### config.mk
export PLATFORM = sky130hd
export DESIGN_NAME = mm_stream_sequencer
export DESIGN_NICKNAME = d
export VERILOG_FILES = /design/src/rtl/mm_pkg.sv /design/src/rtl/mm_stream_sequencer.sv
export SDC_FILE = /design/constraint.sdc
export NUM_CORES = 1
export LEC_CHECK = 0
export BUFFER_PORTS_ARGS = -buffer_cell sky130_fd_sc_hd__buf_4
export CELL_PAD_IN_SITES_DETAIL_PLACEMENT = 1
export CELL_PAD_IN_SITES_GLOBAL_PLACEMENT = 1
export CORE_AREA = 2 2 94 60
export CTS_CLUSTER_SIZE = 40
export DETAILED_ROUTE_END_ITERATION = 16
export DIE_AREA = 0 0 96 62
export PLACE_DENSITY = 0.8
export SLEW_MARGIN = 20
export SYNTH_ARGS = -nofsm -noshare
export SYNTH_HDL_FRONTEND = slang
export SYNTH_SLANG_ARGS = --single-unit
### constraint.sdc
create_clock -name clk -period 3.9 [get_ports clk]
set_input_delay 0.78 -clock clk [delete_from_list [all_inputs] [get_ports clk]]
set_output_delay 0.78 -clock clk [all_outputs]
set_load 0.01 [all_outputs]
### src/rtl/mm_pkg.sv
// Shared definitions for the 2x2 matrix-multiply core and its stream sequencer.
package mm_pkg;

    localparam int unsigned DATA_W_DEF = 8;
    localparam int unsigned RES_W_DEF  = 17;
    localparam int unsigned N_OPERANDS = 8;
    localparam int unsigned N_RESULTS  = 4;
    localparam int unsigned CNT_W      = $clog2(N_OPERANDS);
    localparam int unsigned IDX_W      = $clog2(N_RESULTS);
    localparam int unsigned LAT_W      = 4;

    typedef enum logic [2:0] {
        LOAD,
        FLUSH,
        EXEC,
        WAIT,
        SETUP,
        DRAIN
    } state_e;

endpackage

### src/rtl/mm_stream_sequencer.sv
// Handshaked front end for the 2x2 matmul core: loads an 8-byte operand frame,
// strobes execute, then streams the four results out in C00, C01, C10, C11 order.
module mm_stream_sequencer
    import mm_pkg::*;
#(
    parameter int unsigned DATA_W   = DATA_W_DEF,
    parameter int unsigned RES_W    = RES_W_DEF,
    parameter int unsigned EXEC_LAT = 2
) (
    input  logic              clk,
    input  logic              reset,
    input  logic              in_valid,
    input  logic [DATA_W-1:0] in_data,
    input  logic              in_last,
    output logic              in_ready,
    output logic [CNT_W-1:0]  sel_in,
    output logic [DATA_W-1:0] input_val,
    output logic              execute,
    output logic [IDX_W-1:0]  sel_out,
    input  logic [RES_W-1:0]  result,
    output logic              out_valid,
    output logic [RES_W-1:0]  out_data,
    output logic              out_last,
    input  logic              out_ready,
    output logic              busy,
    output logic              frame_err
);

    localparam logic [CNT_W-1:0] LAST_CNT = CNT_W'(N_OPERANDS - 1);
    localparam logic [IDX_W-1:0] LAST_IDX = IDX_W'(N_RESULTS - 1);
    localparam logic [LAT_W-1:0] LAT_INIT = LAT_W'(EXEC_LAT - 1);

    state_e              state_q, state_d;
    logic [CNT_W-1:0]    cnt_q, cnt_d;
    logic [IDX_W-1:0]    idx_q, idx_d;
    logic [LAT_W-1:0]    wait_q, wait_d;
    logic [CNT_W-1:0]    sel_in_q, sel_in_d;
    logic [DATA_W-1:0]   input_val_q, input_val_d;
    logic [IDX_W-1:0]    sel_out_q, sel_out_d;
    logic                out_valid_q, out_valid_d;
    logic [RES_W-1:0]    out_data_q, out_data_d;
    logic                out_last_q, out_last_d;
    logic                execute_q, execute_d;
    logic                in_ready_q, in_ready_d;
    logic                busy_q, busy_d;
    logic                frame_err_q, frame_err_d;

    logic                in_hs;
    logic                out_hs;

    assign in_hs  = in_valid && in_ready_q;
    assign out_hs = out_valid_q && out_ready;

    // State and output registers
    always_ff @(posedge clk or posedge reset) begin
        if (reset) begin
            state_q     <= LOAD;
            cnt_q       <= '0;
            idx_q       <= '0;
            wait_q      <= '0;
            sel_in_q    <= '0;
            input_val_q <= '0;
            sel_out_q   <= '0;
            out_valid_q <= 1'b0;
            out_data_q  <= '0;
            out_last_q  <= 1'b0;
            execute_q   <= 1'b0;
            in_ready_q  <= 1'b1;
            busy_q      <= 1'b0;
            frame_err_q <= 1'b0;
        end else begin
            state_q     <= state_d;
            cnt_q       <= cnt_d;
            idx_q       <= idx_d;
            wait_q      <= wait_d;
            sel_in_q    <= sel_in_d;
            input_val_q <= input_val_d;
            sel_out_q   <= sel_out_d;
            out_valid_q <= out_valid_d;
            out_data_q  <= out_data_d;
            out_last_q  <= out_last_d;
            execute_q   <= execute_d;
            in_ready_q  <= in_ready_d;
            busy_q      <= busy_d;
            frame_err_q <= frame_err_d;
        end
    end

    // Next-state and next-output logic
    always_comb begin
        state_d     = state_q;
        cnt_d       = cnt_q;
        idx_d       = idx_q;
        wait_d      = wait_q;
        sel_in_d    = sel_in_q;
        input_val_d = input_val_q;
        sel_out_d   = sel_out_q;
        out_valid_d = out_valid_q;
        out_data_d  = out_data_q;
        out_last_d  = out_last_q;
        frame_err_d = 1'b0;

        case (state_q)
            LOAD: begin
                if (in_hs) begin
                    sel_in_d    = cnt_q;
                    input_val_d = in_data;
                    if (cnt_q == LAST_CNT) begin
                        cnt_d = '0;
                        if (in_last) begin
                            state_d = EXEC;
                        end else begin
                            frame_err_d = 1'b1;
                            state_d     = FLUSH;
                        end
                    end else if (in_last) begin
                        frame_err_d = 1'b1;
                        cnt_d       = '0;
                    end else begin
                        cnt_d = cnt_q + CNT_W'(1);
                    end
                end
            end
            FLUSH: begin
                // Overlong frame: swallow bytes up to its in_last without touching the core
                if (in_hs && in_last) begin
                    cnt_d   = '0;
                    state_d = LOAD;
                end
            end
            EXEC: begin
                wait_d  = LAT_INIT;
                state_d = WAIT;
            end
            WAIT: begin
                if (wait_q == '0) begin
                    idx_d     = '0;
                    sel_out_d = '0;
                    state_d   = SETUP;
                end else begin
                    wait_d = wait_q - LAT_W'(1);
                end
            end
            SETUP: begin
                out_data_d  = result;
                out_valid_d = 1'b1;
                out_last_d  = (idx_q == LAST_IDX);
                state_d     = DRAIN;
            end
            DRAIN: begin
                if (out_hs) begin
                    out_valid_d = 1'b0;
                    if (idx_q != LAST_IDX) begin
                        idx_d     = idx_q + IDX_W'(1);
                        sel_out_d = idx_q + IDX_W'(1);
                        state_d   = SETUP;
                    end else begin
                        out_last_d = 1'b0;
                        sel_out_d  = '0;
                        state_d    = LOAD;
                    end
                end
            end
            default: begin
                state_d = LOAD;
            end
        endcase

        // Strobes decoded from the upcoming state so they register in step with it
        execute_d  = (state_d == EXEC);
        in_ready_d = (state_d == LOAD) || (state_d == FLUSH);
        busy_d     = (state_d != LOAD);
    end

    assign in_ready  = in_ready_q;
    assign sel_in    = sel_in_q;
    assign input_val = input_val_q;
    assign execute   = execute_q;
    assign sel_out   = sel_out_q;
    assign out_valid = out_valid_q;
    assign out_data  = out_data_q;
    assign out_last  = out_last_q;
    assign busy      = busy_q;
    assign frame_err = frame_err_q;

endmodule

Word-level counts from Yosys, hierarchy flattened
Cells that the tools add are included.
{"block": "totals", "register_bits": 48, "input_bits": 30, "out_inout_bits": 36}
{"block": "op_classes", "addsub": 3, "eq_ne": 17, "n_mux": 32, "reduce_logical": 19}
{"operator": "3-bit two-way mux", "count": 10}
{"operator": "3-bit one-hot mux with 6 select lines", "count": 1}
{"operator": "2-bit != test (second input constant)", "count": 8}
{"operator": "2-bit two-way mux", "count": 6}
{"operator": "3-bit by 2-bit equality test with 1-bit output (second input constant)", "count": 3}
{"operator": "3-bit equality test (second input constant)", "count": 3}
{"operator": "3-bit AND reduction", "count": 3}
{"operator": "1-bit two-way mux", "count": 8}
{"operator": "2-bit one-hot mux with 2 select lines", "count": 2}
{"operator": "4-bit one-hot mux with 2 select lines", "count": 1}
{"operator": "2-bit nonzero test", "count": 4}
{"operator": "3-bit by 1-bit equality test with 1-bit output (second input constant)", "count": 2}
{"operator": "3-bit zero test", "count": 2}
{"operator": "3-bit one-hot mux with 2 select lines", "count": 1}
{"operator": "2-bit AND reduction", "count": 3}
{"operator": "4-bit zero test", "count": 1}
{"operator": "4-bit two-way mux", "count": 1}
{"operator": "1-bit one-hot mux with 2 select lines", "count": 2}
{"operator": "4-bit AND reduction", "count": 1}
{"operator": "4-bit by 1-bit subtractor with 4-bit output (second input constant)", "count": 1}
{"operator": "3-bit by 1-bit adder with 3-bit output (second input constant)", "count": 1}
{"operator": "1-bit logical AND", "count": 3}
{"operator": "3-bit nonzero test", "count": 1}
{"operator": "2-bit by 1-bit adder with 2-bit output (second input constant)", "count": 1}
{"operator": "2 further kinds", "count": 2}

Longest topological paths before layout
{"block": "logic_depth", "word_depth": 6, "mapped_depth": 6}

Worst setup path after synthesis
OpenSTA, ideal clock, no wires.
{"block": "synth_timing", "path_kind": "in2reg", "start": "input port in_valid", "end": "register input_val_q[0] (netlist: input_val[0])", "arrival_ns": 1.549, "required_ns": 3.775, "setup_slack_ns": 2.227, "stages": 4, "n_path_buf": 1, "path_cell_list": "nand4bb_4 nor2_2 buf_4 mux2_2"}
{"block": "synth_between", "elab_chain_cells": 2}
{"element": "from (decl)", "line_no": "mm_stream_sequencer.sv:12", "rtl": "input logic in_valid,"}
{"element": "1-bit logical AND", "line_no": "mm_stream_sequencer.sv:51", "rtl": "assign in_hs = in_valid && in_ready_q;"}
{"element": "2-bit AND reduction (no line)"}
{"element": "to (signal assigned)", "line_no": "mm_stream_sequencer.sv:77", "rtl": "input_val_q <= input_val_d;"}
{"element": "to (decl)", "line_no": "mm_stream_sequencer.sv:38", "rtl": "logic [DATA_W-1:0] input_val_q, input_val_d;"}
No other way between the ends.
A chain may end at the register's enable or synchronous reset.

Worst setup path in the final report
{"block": "layout_timing", "start": "register state_q[0]", "end": "register idx_q[0]"}
{"block": "layout_between", "elab_chain_cells": 3}
{"element": "from (decl)", "line_no": "mm_stream_sequencer.sv:33", "rtl": "state_e state_q, state_d;"}
{"element": "from (signal assigned)", "line_no": "mm_stream_sequencer.sv:72", "rtl": "state_q <= state_d;"}
{"element": "3-bit equality test / 3-bit by 2-bit equality test with 1-bit output (equally long branches)", "line_no": "mm_stream_sequencer.sv:103", "rtl": "case (state_q)"}
{"element": "2-bit != test (no line) / 2-bit nonzero test (equally long branches)"}
{"element": "4-bit AND reduction (no line)"}
{"element": "to (signal assigned)", "line_no": "mm_stream_sequencer.sv:74", "rtl": "idx_q <= idx_d;"}
{"element": "to (decl)", "line_no": "mm_stream_sequencer.sv:35", "rtl": "logic [IDX_W-1:0] idx_q, idx_d;"}
Several ways; a longest one is shown, not always the timed one.

==> run metrics <==
final wirelength=4844 um; Total Routing Usage GR=17.05%; clock buffer depth=2; fillers=564; first-pass GRT wire length=7389 um; Slew @ Worst Pin=970.7 ps; antenna cells=0; post-CTS setup buffers=0; synth warn=0; Min-Delay Startpoint=out_data[7]; Worst setup EP type=flip-flop; # DRC=0; clock root cell=clkbuf_8; clock skew=4.366 ps; Mean Syn Cell Area=13.52 um2; Synth async-reset ratio=100.0%; Setup TNS=0 ps; WP buf/inv=0; clk sink count=48; number of flops mapped to enable cells by yosys=0; Clock Latency Late Sink=300 ps; grt ovf=0; vias in the first global route=1,468; hpwl dp=3535 um; ANT nets after route=0; Max stage delay on crit path=780 ps; type of origin of the critical path=flip-flop; die width=96 um; fin crit share=47.90%; Pwr per Cell Area=616.1 nW/um2; syn_nets=193; Yosys top cell area share=55.42%; Initial Utilization=40.58%; Worst path slowest cell=dfrtp_1; leading area contributor after synthesis=dfrtp_1; largest net degree at the start of global routing=49; core area=5229 um2; R2R cell count=4; setup slack after placement=1788 ps; adder-cell share of the synthesized area=3.538%; CP cell instances=and4bb_1 -> nand2b_1 -> o21a_1 -> mux2_4; outcome=completed; mux share of post-synthesis cell area=16.98%; P&R area growth vs syn=29.54%; DR iter-0 viols=56; die area=5952 um2; # rows=21; Slew headroom=35.19%; slack of the critical path=2032 ps; largest family of logic cells by synthesized area=multiplexers; via count=1,458; RSZ-0062 raised after global routing=false; post-synthesis sequential area ratio=56.66%; CTS resizes=0; DR pass1 iterations=3; LEAKAGE=1.383 nW; fin nets=260; antenna violations before repair=0; Netlist Area Pre-Place=2122 um2; Synth Flop Type=dfrtp_1; cts hold-fix bufs=0; Highest Clock Rate=535.3 MHz; Compound-Gate Fraction of Synth Area=6.368%; Final setup viols=0; Unique masters post-synth=35; # IOs=66; Simple-Gate Fraction of Synth Area=12.56%; Placer Congestion=0.7244; Tmin final=1868 ps; Worst Path Arrival=2060 ps; top cells by area, synth=dfrtp_1 (55%), mux2_2 (11%), mux2_4 (6.4%); CP top delay family=flip-flops; final max-slew violation count=0; clock slew at reported path FFs=90 ps; Num CTS Buffers=5; reg-to-reg startpoint=state_q[0]; TritonCTS clock tree=built; Tightest Hold Check Type=flip-flop to flip-flop; Fin. Hold Viols=0; VDD IR-drop max=204.4 uV; Hold Path End=out_data[7]; critical path required time=4100 ps; Crit Path Max Fanout=17; Yosys reg bits=48; CP Class=flip-flop to flip-flop; Routed wire per std cell=16.48 um; htree depth=2; Die Span Y=62 um; xor/xnor cell area share of the yosys netlist=0.4127%; FF-to-FF End=idx_q[0]; Hold Slack=512.2 ps; hold depth=1; vias per inst=4.959; layout cell share with drive strength beyond 1=48.44%; R2R setup slack=2030 ps; Post-Syn Instances=157; port buffer count=65; max cap viols=0
area by class of cell:
class	count	area [um2]	area share, %
multi-input combinational	99	845.8	30.77
sequential	48	1202	43.74
tap	69	86.33	3.141
clock inverter	2	35.03	1.274
timing repair buffer	65	488.0	17.75
clock buffer	6	72.57	2.640
inverter	5	18.77	0.6827
how the worst max path moves through the flow:
stage | startpoint | to | slack, ps | depth (start not counted)
3_3_place_gp | in_valid | in_ready | 1850 | 5
6_report | state_q[0] | idx_q[0] | 2030 | 4
4_1_cts | state_q[1] | out_data[4] | 2040 | 3
3_5_place_dp | in_valid | in_ready | 1790 | 5
5_1_grt | state_q[0] | idx_q[0] | 1940 | 4
2_1_floorplan | reset | busy | 1980 | 1
cells by family (layout without fill, tap and decap cells):
family,count (synthesis),count (layout)
muxes,29,29
AOI/OAI and AO/OA,22,22
adders and majority gates,6,6
buffers and inverters,10,78
and+or+nand+nor,41,41
xor gates and xnor gates,1,1
DFF,48,48
cell usage after synthesis, types with 3 or more instances:
cell / count
a31oi_1: 3
dfrtp_1: 47
ha_1: 6
inv_1: 5
mux2_2: 20
mux2_4: 9
nand2_1: 10
nand3_1: 6
nor2_1: 8
o21ai_0: 9
cell usage in the layout (no fill, tap or decap), types with 2 or more instances in the layout:
master and instances:
nand2b_1 2, ha_1 6, nand2_1 10, nor3_1 2, nor2b_4 2, a31oi_1 3, o21ai_0 9, a21oi_1 2
nand4b_1 2, mux2_4 9, o31ai_1 2, clkbuf_8 5, nand3_1 6, inv_1 4, dfrtp_1 47, buf_4 65
nor2b_1 2, mux2_2 20, nor2_1 8, o211ai_1 2
registers in the layout, summed over array words and instances, names as in the netlist, 2 cells and up:
name / flops
cnt_q: 3
idx_q: 2
input_val: 8
out_data: 17
sel_in: 3
sel_out: 2
state_q: 3
wait_q: 4
report_power, final:
part,total (mW),leakage [nW],switching (mW),internal (mW)
sequential,0.758,0.628,0.124,0.635
clock,0.354,0.0552,0.164,0.190
combinational,0.581,0.699,0.251,0.330
metrics by stage:
step                instance area (um2)  power [mW]  instances  utilization, %
global placement                   2641       1.324        286           50.51
CTS                                2749       1.715        294           52.57
global route                       2749       1.796        294           52.57
floorplan                          2122       1.105        157               -
detailed placement                 2641       1.353        286           50.51
finish                             2749       1.694        294           52.57
metal layers:
layer  up-vias  wire length, um  track usage, %
li1        687                -               -
met1       725             2251           23.24
met2        39             2238           25.79
met3         7              295           5.308
met4         0               59           6.735
met5         -                0               0
Power figures use the tool's default switching activity.
